===== src/rtl/cp0_exc_ctrl_if.sv =====
// ---------------------------------------------------------------------------
// cp0_exc_ctrl_if
// M-stage side of the coprocessor-0 exception controller.
//   master : pipeline (drives M-stage instruction info, interrupt lines,
//            mtc0/mfc0 requests; receives redirect and read data)
//   slave  : cp0_exc_ctrl
// Signals:
//   M_pc, M_bd, M_exc_valid, M_exc_code   M-stage instruction status
//   HWInt                                 level-sensitive interrupt lines
//   M_eret, M_mtc0_we, M_cp0_addr,
//   M_cp0_wdata                           eret / mtc0 / mfc0 controls
//   M_cp0_rdata                           mfc0 read data
//   req, handler_pc, epc_out, exl_out     flush/redirect outputs
// ---------------------------------------------------------------------------
interface cp0_exc_ctrl_if;
  logic [31:0] M_pc;
  logic        M_bd;
  logic        M_exc_valid;
  logic [4:0]  M_exc_code;
  logic [5:0]  HWInt;
  logic        M_eret;
  logic        M_mtc0_we;
  logic [4:0]  M_cp0_addr;
  logic [31:0] M_cp0_wdata;
  logic [31:0] M_cp0_rdata;
  logic        req;
  logic [31:0] handler_pc;
  logic [31:0] epc_out;
  logic        exl_out;

  modport master (
    output M_pc, M_bd, M_exc_valid, M_exc_code, HWInt,
           M_eret, M_mtc0_we, M_cp0_addr, M_cp0_wdata,
    input  M_cp0_rdata, req, handler_pc, epc_out, exl_out
  );

  modport slave (
    input  M_pc, M_bd, M_exc_valid, M_exc_code, HWInt,
           M_eret, M_mtc0_we, M_cp0_addr, M_cp0_wdata,
    output M_cp0_rdata, req, handler_pc, epc_out, exl_out
  );
endinterface


===== src/rtl/cp0_exc_ctrl.sv =====
// ---------------------------------------------------------------------------
// cp0_exc_ctrl
// Coprocessor-0 exception controller for the M stage. Holds SR(12),
// Cause(13), EPC(14) and a read-only PRId(15). Merges the M-stage synchronous
// exception with masked hardware interrupts into a single combinational
// request, records exception state on it, and leaves the handler on eret.
// Ports:
//   clk    system clock
//   reset  synchronous, active-high reset
//   bus    cp0_exc_ctrl_if.slave (M-stage inputs, redirect + mfc0 outputs)
// Parameters:
//   HANDLER_ADDR  handler entry PC driven on handler_pc
//   PRID_VALUE    read-only PRId contents
// ---------------------------------------------------------------------------
module cp0_exc_ctrl #(
  parameter logic [31:0] HANDLER_ADDR = 32'h0000_4180,
  parameter logic [31:0] PRID_VALUE   = 32'h0000_0000
) (
  input  logic           clk,
  input  logic           reset,
  cp0_exc_ctrl_if.slave  bus
);

  localparam logic [4:0] ADDR_SR    = 5'd12;
  localparam logic [4:0] ADDR_CAUSE = 5'd13;
  localparam logic [4:0] ADDR_EPC   = 5'd14;
  localparam logic [4:0] ADDR_PRID  = 5'd15;
  localparam logic [4:0] EXC_ADEL   = 5'd4;

  // The controller state is SR.EXL itself: NORMAL (EXL=0), HANDLER (EXL=1).
  typedef enum logic {
    NORMAL  = 1'b0,
    HANDLER = 1'b1
  } state_e;

  state_e      state_q, state_d;
  logic [5:0]  im_q, im_d;
  logic        ie_q, ie_d;
  logic        bd_q, bd_d;
  logic [4:0]  exc_code_q, exc_code_d;
  logic [5:0]  ip_q;
  logic [31:0] epc_q, epc_d;
  logic [31:0] last_pc_q;

  logic        exl;
  logic        int_req;
  logic        exc_req;
  logic        req;
  logic        mtc0_sr;
  logic        mtc0_epc;
  logic [31:0] pc_src;
  logic [31:0] epc_raw;
  logic [31:0] epc_exc;

  assign exl     = (state_q == HANDLER);
  assign int_req = (|(bus.HWInt & im_q)) & ie_q & ~exl;
  assign exc_req = bus.M_exc_valid & ~exl;
  // Held low during reset so a stray M_exc_valid cannot flush the pipe.
  assign req     = ~reset & (int_req | exc_req);

  // mtc0 loses to a same-cycle exception request.
  assign mtc0_sr  = bus.M_mtc0_we & (bus.M_cp0_addr == ADDR_SR)  & ~req;
  assign mtc0_epc = bus.M_mtc0_we & (bus.M_cp0_addr == ADDR_EPC) & ~req;

  // A bubble (M_pc==0) has no PC of its own; use the last real one.
  assign pc_src  = (bus.M_pc != 32'd0) ? bus.M_pc : last_pc_q;
  assign epc_raw = bus.M_bd ? (pc_src - 32'd4) : pc_src;
  // Only a fetch address error keeps the misaligned low bits, so the
  // handler can see the bad PC. Load AdEL has an aligned PC anyway.
  assign epc_exc = (!int_req && bus.M_exc_code == EXC_ADEL) ?
                   epc_raw : {epc_raw[31:2], 2'b00};

  always_comb begin
    // NOTE: every variable gets its hold value first so no path leaves it
    // unassigned; otherwise synthesis infers a latch.
    state_d    = state_q;
    im_d       = im_q;
    ie_d       = ie_q;
    bd_d       = bd_q;
    exc_code_d = exc_code_q;
    epc_d      = epc_q;

    if (req) begin
      state_d    = HANDLER;
      exc_code_d = int_req ? 5'd0 : bus.M_exc_code;
      bd_d       = bus.M_bd;
      epc_d      = epc_exc;
    end else begin
      if (mtc0_sr) begin
        im_d    = bus.M_cp0_wdata[15:10];
        ie_d    = bus.M_cp0_wdata[0];
        state_d = bus.M_cp0_wdata[1] ? HANDLER : NORMAL;
      end
      if (mtc0_epc) begin
        epc_d = bus.M_cp0_wdata;
      end
      // eret is applied after a same-cycle mtc0 SR, so EXL ends up cleared.
      if (bus.M_eret && exl) begin
        state_d = NORMAL;
      end
    end
  end

  always_ff @(posedge clk) begin
    // NOTE: state registers use non-blocking assignments so every flop
    // samples pre-edge values regardless of statement order.
    if (reset) begin
      state_q    <= NORMAL;
      im_q       <= '0;
      ie_q       <= 1'b0;
      bd_q       <= 1'b0;
      exc_code_q <= '0;
      ip_q       <= '0;
      epc_q      <= '0;
      last_pc_q  <= '0;
    end else begin
      state_q    <= state_d;
      im_q       <= im_d;
      ie_q       <= ie_d;
      bd_q       <= bd_d;
      exc_code_q <= exc_code_d;
      ip_q       <= bus.HWInt;
      epc_q      <= epc_d;
      if (bus.M_pc != 32'd0) begin
        last_pc_q <= bus.M_pc;
      end
    end
  end

  assign bus.req        = req;
  assign bus.handler_pc = HANDLER_ADDR;
  assign bus.exl_out    = exl & ~reset;
  // Bypass lets an eret issued together with mtc0 EPC return to the new value.
  assign bus.epc_out    = reset    ? 32'd0 :
                          mtc0_epc ? bus.M_cp0_wdata : epc_q;

  always_comb begin
    bus.M_cp0_rdata = 32'd0;
    if (!reset) begin
      case (bus.M_cp0_addr)
        ADDR_SR:    bus.M_cp0_rdata = {16'd0, im_q, 8'd0, exl, ie_q};
        ADDR_CAUSE: bus.M_cp0_rdata = {bd_q, 15'd0, ip_q, 3'd0, exc_code_q, 2'd0};
        ADDR_EPC:   bus.M_cp0_rdata = epc_q;
        ADDR_PRID:  bus.M_cp0_rdata = PRID_VALUE;
        default:    bus.M_cp0_rdata = 32'd0;
      endcase
    end
  end

endmodule


===== src/flat_wrapper.sv =====
// flat-port wrapper written by rule: the top's interface ports become plain ports
module cp0_exc_ctrl_flat 
#(
  parameter logic [31:0] HANDLER_ADDR = 32'h0000_4180,
  parameter logic [31:0] PRID_VALUE   = 32'h0000_0000
)
  (clk, reset, bus_M_pc, bus_M_bd, bus_M_exc_valid, bus_M_exc_code, bus_HWInt, bus_M_eret, bus_M_mtc0_we, bus_M_cp0_addr, bus_M_cp0_wdata, bus_M_cp0_rdata, bus_req, bus_handler_pc, bus_epc_out, bus_exl_out);
  cp0_exc_ctrl_if bus_i ();
  input  logic clk;
  input  logic reset;
  input wire logic [$bits(bus_i.M_pc)-1:0] bus_M_pc;
  input wire logic [$bits(bus_i.M_bd)-1:0] bus_M_bd;
  input wire logic [$bits(bus_i.M_exc_valid)-1:0] bus_M_exc_valid;
  input wire logic [$bits(bus_i.M_exc_code)-1:0] bus_M_exc_code;
  input wire logic [$bits(bus_i.HWInt)-1:0] bus_HWInt;
  input wire logic [$bits(bus_i.M_eret)-1:0] bus_M_eret;
  input wire logic [$bits(bus_i.M_mtc0_we)-1:0] bus_M_mtc0_we;
  input wire logic [$bits(bus_i.M_cp0_addr)-1:0] bus_M_cp0_addr;
  input wire logic [$bits(bus_i.M_cp0_wdata)-1:0] bus_M_cp0_wdata;
  output wire logic [$bits(bus_i.M_cp0_rdata)-1:0] bus_M_cp0_rdata;
  output wire logic [$bits(bus_i.req)-1:0] bus_req;
  output wire logic [$bits(bus_i.handler_pc)-1:0] bus_handler_pc;
  output wire logic [$bits(bus_i.epc_out)-1:0] bus_epc_out;
  output wire logic [$bits(bus_i.exl_out)-1:0] bus_exl_out;
  assign bus_i.M_pc = bus_M_pc;
  assign bus_i.M_bd = bus_M_bd;
  assign bus_i.M_exc_valid = bus_M_exc_valid;
  assign bus_i.M_exc_code = bus_M_exc_code;
  assign bus_i.HWInt = bus_HWInt;
  assign bus_i.M_eret = bus_M_eret;
  assign bus_i.M_mtc0_we = bus_M_mtc0_we;
  assign bus_i.M_cp0_addr = bus_M_cp0_addr;
  assign bus_i.M_cp0_wdata = bus_M_cp0_wdata;
  assign bus_M_cp0_rdata = bus_i.M_cp0_rdata;
  assign bus_req = bus_i.req;
  assign bus_handler_pc = bus_i.handler_pc;
  assign bus_epc_out = bus_i.epc_out;
  assign bus_exl_out = bus_i.exl_out;
  cp0_exc_ctrl #(.HANDLER_ADDR(HANDLER_ADDR), .PRID_VALUE(PRID_VALUE)) u_core (.clk(clk), .reset(reset), .bus(bus_i));
endmodule

===== config.mk =====
export PLATFORM = sky130hd
export DESIGN_NAME = cp0_exc_ctrl_flat
export DESIGN_NICKNAME = d
export VERILOG_FILES = /design/src/rtl/cp0_exc_ctrl_if.sv /design/src/rtl/cp0_exc_ctrl.sv /design/src/flat_wrapper.sv
export SDC_FILE = /design/constraint.sdc
export NUM_CORES = 1
export LEC_CHECK = 0
export BUFFER_PORTS_ARGS = -buffer_cell sky130_fd_sc_hd__clkbuf_2
export CAP_MARGIN = 20
export CORE_AREA = 10 10 113 115
export CTS_CLUSTER_SIZE = 20
export DETAILED_ROUTE_END_ITERATION = 12
export DIE_AREA = 0 0 123 125
export HOLD_SLACK_MARGIN = 0.05
export PLACE_DENSITY_LB_ADDON = 0.25
export SLEW_MARGIN = 20
export SYNTH_ARGS = -nofsm -noshare
export SYNTH_HDL_FRONTEND = slang
export SYNTH_SLANG_ARGS = --single-unit

===== constraint.sdc =====
create_clock -name clk -period 4.3 [get_ports clk]
set_input_delay 0.215 -clock clk [delete_from_list [all_inputs] [get_ports clk]]
set_output_delay 0.215 -clock clk [all_outputs]
set_load 0.005 [all_outputs]

==> flow_summary.json <==
{
  "drc": 0,
  "use_met3_pct": 5.00,
  "grt_first_pass_wirelength_mm": 26.7,
  "max_freq_mhz": 294,
  "layout.nets": 844,
  "synth_adder_area_share_pct": 0.245,
  "cts_tree": "done",
  "setup_viol": 0,
  "cellPowerDensity_nw_per_um2": 282,
  "dieArea_um2": 15400,
  "rows": 38,
  "total_power_uw": 1690,
  "worstSkewPairLatency_ns": 0.35,
  "yosys.area_share.simple_pct": 25.7,
  "drtPass1Iterations": 5,
  "synth_mux_area_share_pct": 11.5,
  "ioPinCount": 184,
  "vias_per_cell": 5.75,
  "grt.busiest_layer": "met2",
  "post-route-period-util_pct": 79.0,
  "drv_cap": 0,
  "drive_gt1_share_pct": 26.8,
  "htreeDepth": 3,
  "cp-end-kind": "flop",
  "grtUsageMet1_pct": 28.2,
  "rsz0062_at_grt": "no",
  "synth_top_family_by_area": "simple AND/OR/NAND/NOR gates",
  "synth_seq_area_share_pct": 32.9,
  "worst_slew_pin_slew_ns": 1.15,
  "n_antenna_cell": 0,
  "grt_pass1_vias": 4965,
  "skew_ns": 0.00884,
  "root_buffer": "clkbuf_8",
  "cts_setup_buffers": 0,
  "synth_compound_area_share_pct": 18.8,
  "ys_types": 69,
  "start_util_pct": 48.2,
  "synth-xor-area-share_pct": 2.23,
  "n_fill_cell": 1020,
  "yosysMostFrequentCell": "nor2_1",
  "finalSetupTns_ns": 0,
  "synth_ff_type": "dfxtp_1",
  "grt.total_usage_pct": 21.2,
  "synthArstFlopShare_pct": 0,
  "dpl.hpwl_mm": 13.4,
  "grt-ovfl-total": 0,
  "grt_max_degree": 58,
  "netlist_instances": 628,
  "vias": 5180,
  "syn_area_per_cell_um2": 8.13,
  "syn_area_um2": 5110,
  "gp_congestion": 0.936,
  "fp.dieH_um": 125,
  "gr-usage-met2_pct": 32.8,
  "slew_violations": 0,
  "synth_top_area_share_pct": 32.9,
  "post-route-util_pct": 56.6,
  "yosys-top-cells-area": "dfxtp_1 33%, nor2_1 8.7%, mux2i_1 8.6%, buf_4 4.7%, a21oi_1 3.8%",
  "critPathLaunchType": "input port",
  "holdBufCountCts": 0,
  "vdd_drop_max_mv": 0.151,
  "min_path_type": "in2reg",
  "yosys_warnings": 0,
  "min_period_ns": 3.40,
  "io_buffers": 151,
  "worstPathArrival_ns": 3.64,
  "cts_sinks": 84,
  "antenna_found_initial": 0,
  "core_area_um2": 10600,
  "cts_resized": 0,
  "cts_buffers": 9,
  "routedWlPerCell_um": 19.1,
  "status": "finished, final reports clean",
  "relSlewSlack_pct": 23.3,
  "leakage_uw": 0.00282,
  "synth_seq_cells": 84,
  "area_growth_pct": 17.4,
  "finalHoldViolations": 0,
  "first_iter_violations": 455,
  "wirelength_mm": 17.2,
  "dieWidth_um": 123,
  "worstSetupPathType": "in2reg",
  "required_ns": 4.55,
  "synth-edff-count": 0,
  "synth_common_cells": "119 x nor2_1, 84 x dfxtp_1, 44 x mux2i_1, 39 x a21oi_1, 32 x buf_4",
  "path_max_fanout": 11,
  "antenna_left": 0,
  "cts_buffer_depth": 2,
  "synth_top_area_cell": "dfxtp_1",
  "clkSlewWorstSetupHoldPaths_ns": 0.08
}
## kinds of logic after synthesis
kind of cell,Yosys count
and+or+nand+nor,260
xor gates and xnor gates,13
DFF,84
buffers and inverters,74
muxes,56
adders and majority gates,1
other,2
AOI/OAI and AO/OA,138
## cell usage in the layout, fill, tap and decap left out, drive strengths merged, types with 3 or more instances in the layout
master	count
and2	19
dfxtp	84
nor3	24
o21a	3
or4	7
o31a	6
nor2b	8
a21oi	39
a22oi	22
or2	4
nor4	18
nand4	5
o21ai	19
xnor2	10
o32ai	6
o21bai	4
o31ai	5
o22ai	5
clkbuf	164
nor2	119
conb	32
nand2	26
a31oi	5
nand2b	3
or3	12
a211oi	5
inv	4
xor2	3
nand3	8
mux2	11
mux2i	45
buf	8
## per-layer routing
layer	share of wire, %	wire [µm]
met4	1.4	245
met1	44	7490
met5	0	0
met2	46	7860
met3	9.2	1580
## flip-flops by register name, summed over array words and instances, names as in the netlist
register,cells
u_core.im_q,6
u_core.ie_q,1
u_core.exc_code_q,5
u_core.epc_q,32
u_core.bd_q,1
u_core.ip_q,6
u_core.last_pc_q,32
u_core.exl,1
## final timing paths
path / start / endpoint / slack, ns / cells after the start
max: bus_M_pc[5] / u_core.epc_q[24]$_SDFF_PP0_ / 0.90 / 13
min: bus_HWInt[4] / u_core.ip_q[4]$_SDFF_PP0_ / 0.11 / 2
max reg2reg: u_core.last_pc_q[2]$_SDFF_PP0_ / u_core.epc_q[24]$_SDFF_PP0_ / 1.16 / 9
min reg2reg: u_core.bd_q$_SDFFE_PP0P_ / u_core.bd_q$_SDFFE_PP0P_ / 0.51 / 2
## critical path, stage by stage
cell      delay [ns]
clkbuf_2        0.12
or3_1           0.29
or4_4           0.22
nor4_4          0.05
a21oi_1         0.31
ha_1            0.24
nand2_1         0.10
or3_1           0.38
or3_1           0.34
a31oi_2         0.32
nand4_2         0.33
or3_1           0.47
a32o_1          0.25
## layout make-up
cell class	instances	area, µm²	share of cell area, %
repair buffers	158	811	13.5
clock buffers	14	173	2.88
inverters	4	15.0	0.250
clock inverters	1	30.0	0.501
well taps	140	175	2.92
multi-input cells	500	3110	51.9
flip-flops and latches	84	1680	28.0
## metrics by stage
step / hold slack (ns) / cell area (µm²) / std cells / setup slack (ns)
detailed placement: 0.463 / 5790 / 886 / 0.611
CTS: 0.0905 / 6000 / 901 / 0.963
floorplan: 0.332 / 5220 / 658 / 0.921
global route: 0.108 / 6000 / 901 / 0.640
finish: 0.109 / 6000 / 901 / 0.904
global placement: 0.452 / 5790 / 886 / 0.784
## report_power, final
group | internal [µW] | leakage, µW | switching [µW]
clock | 314 | 0.000103 | 269
combinational | 103 | 0.00202 | 159
sequential | 818 | 0.000692 | 28.4
total | 1230 | 0.00282 | 457
(Power assumes the default switching activity.)
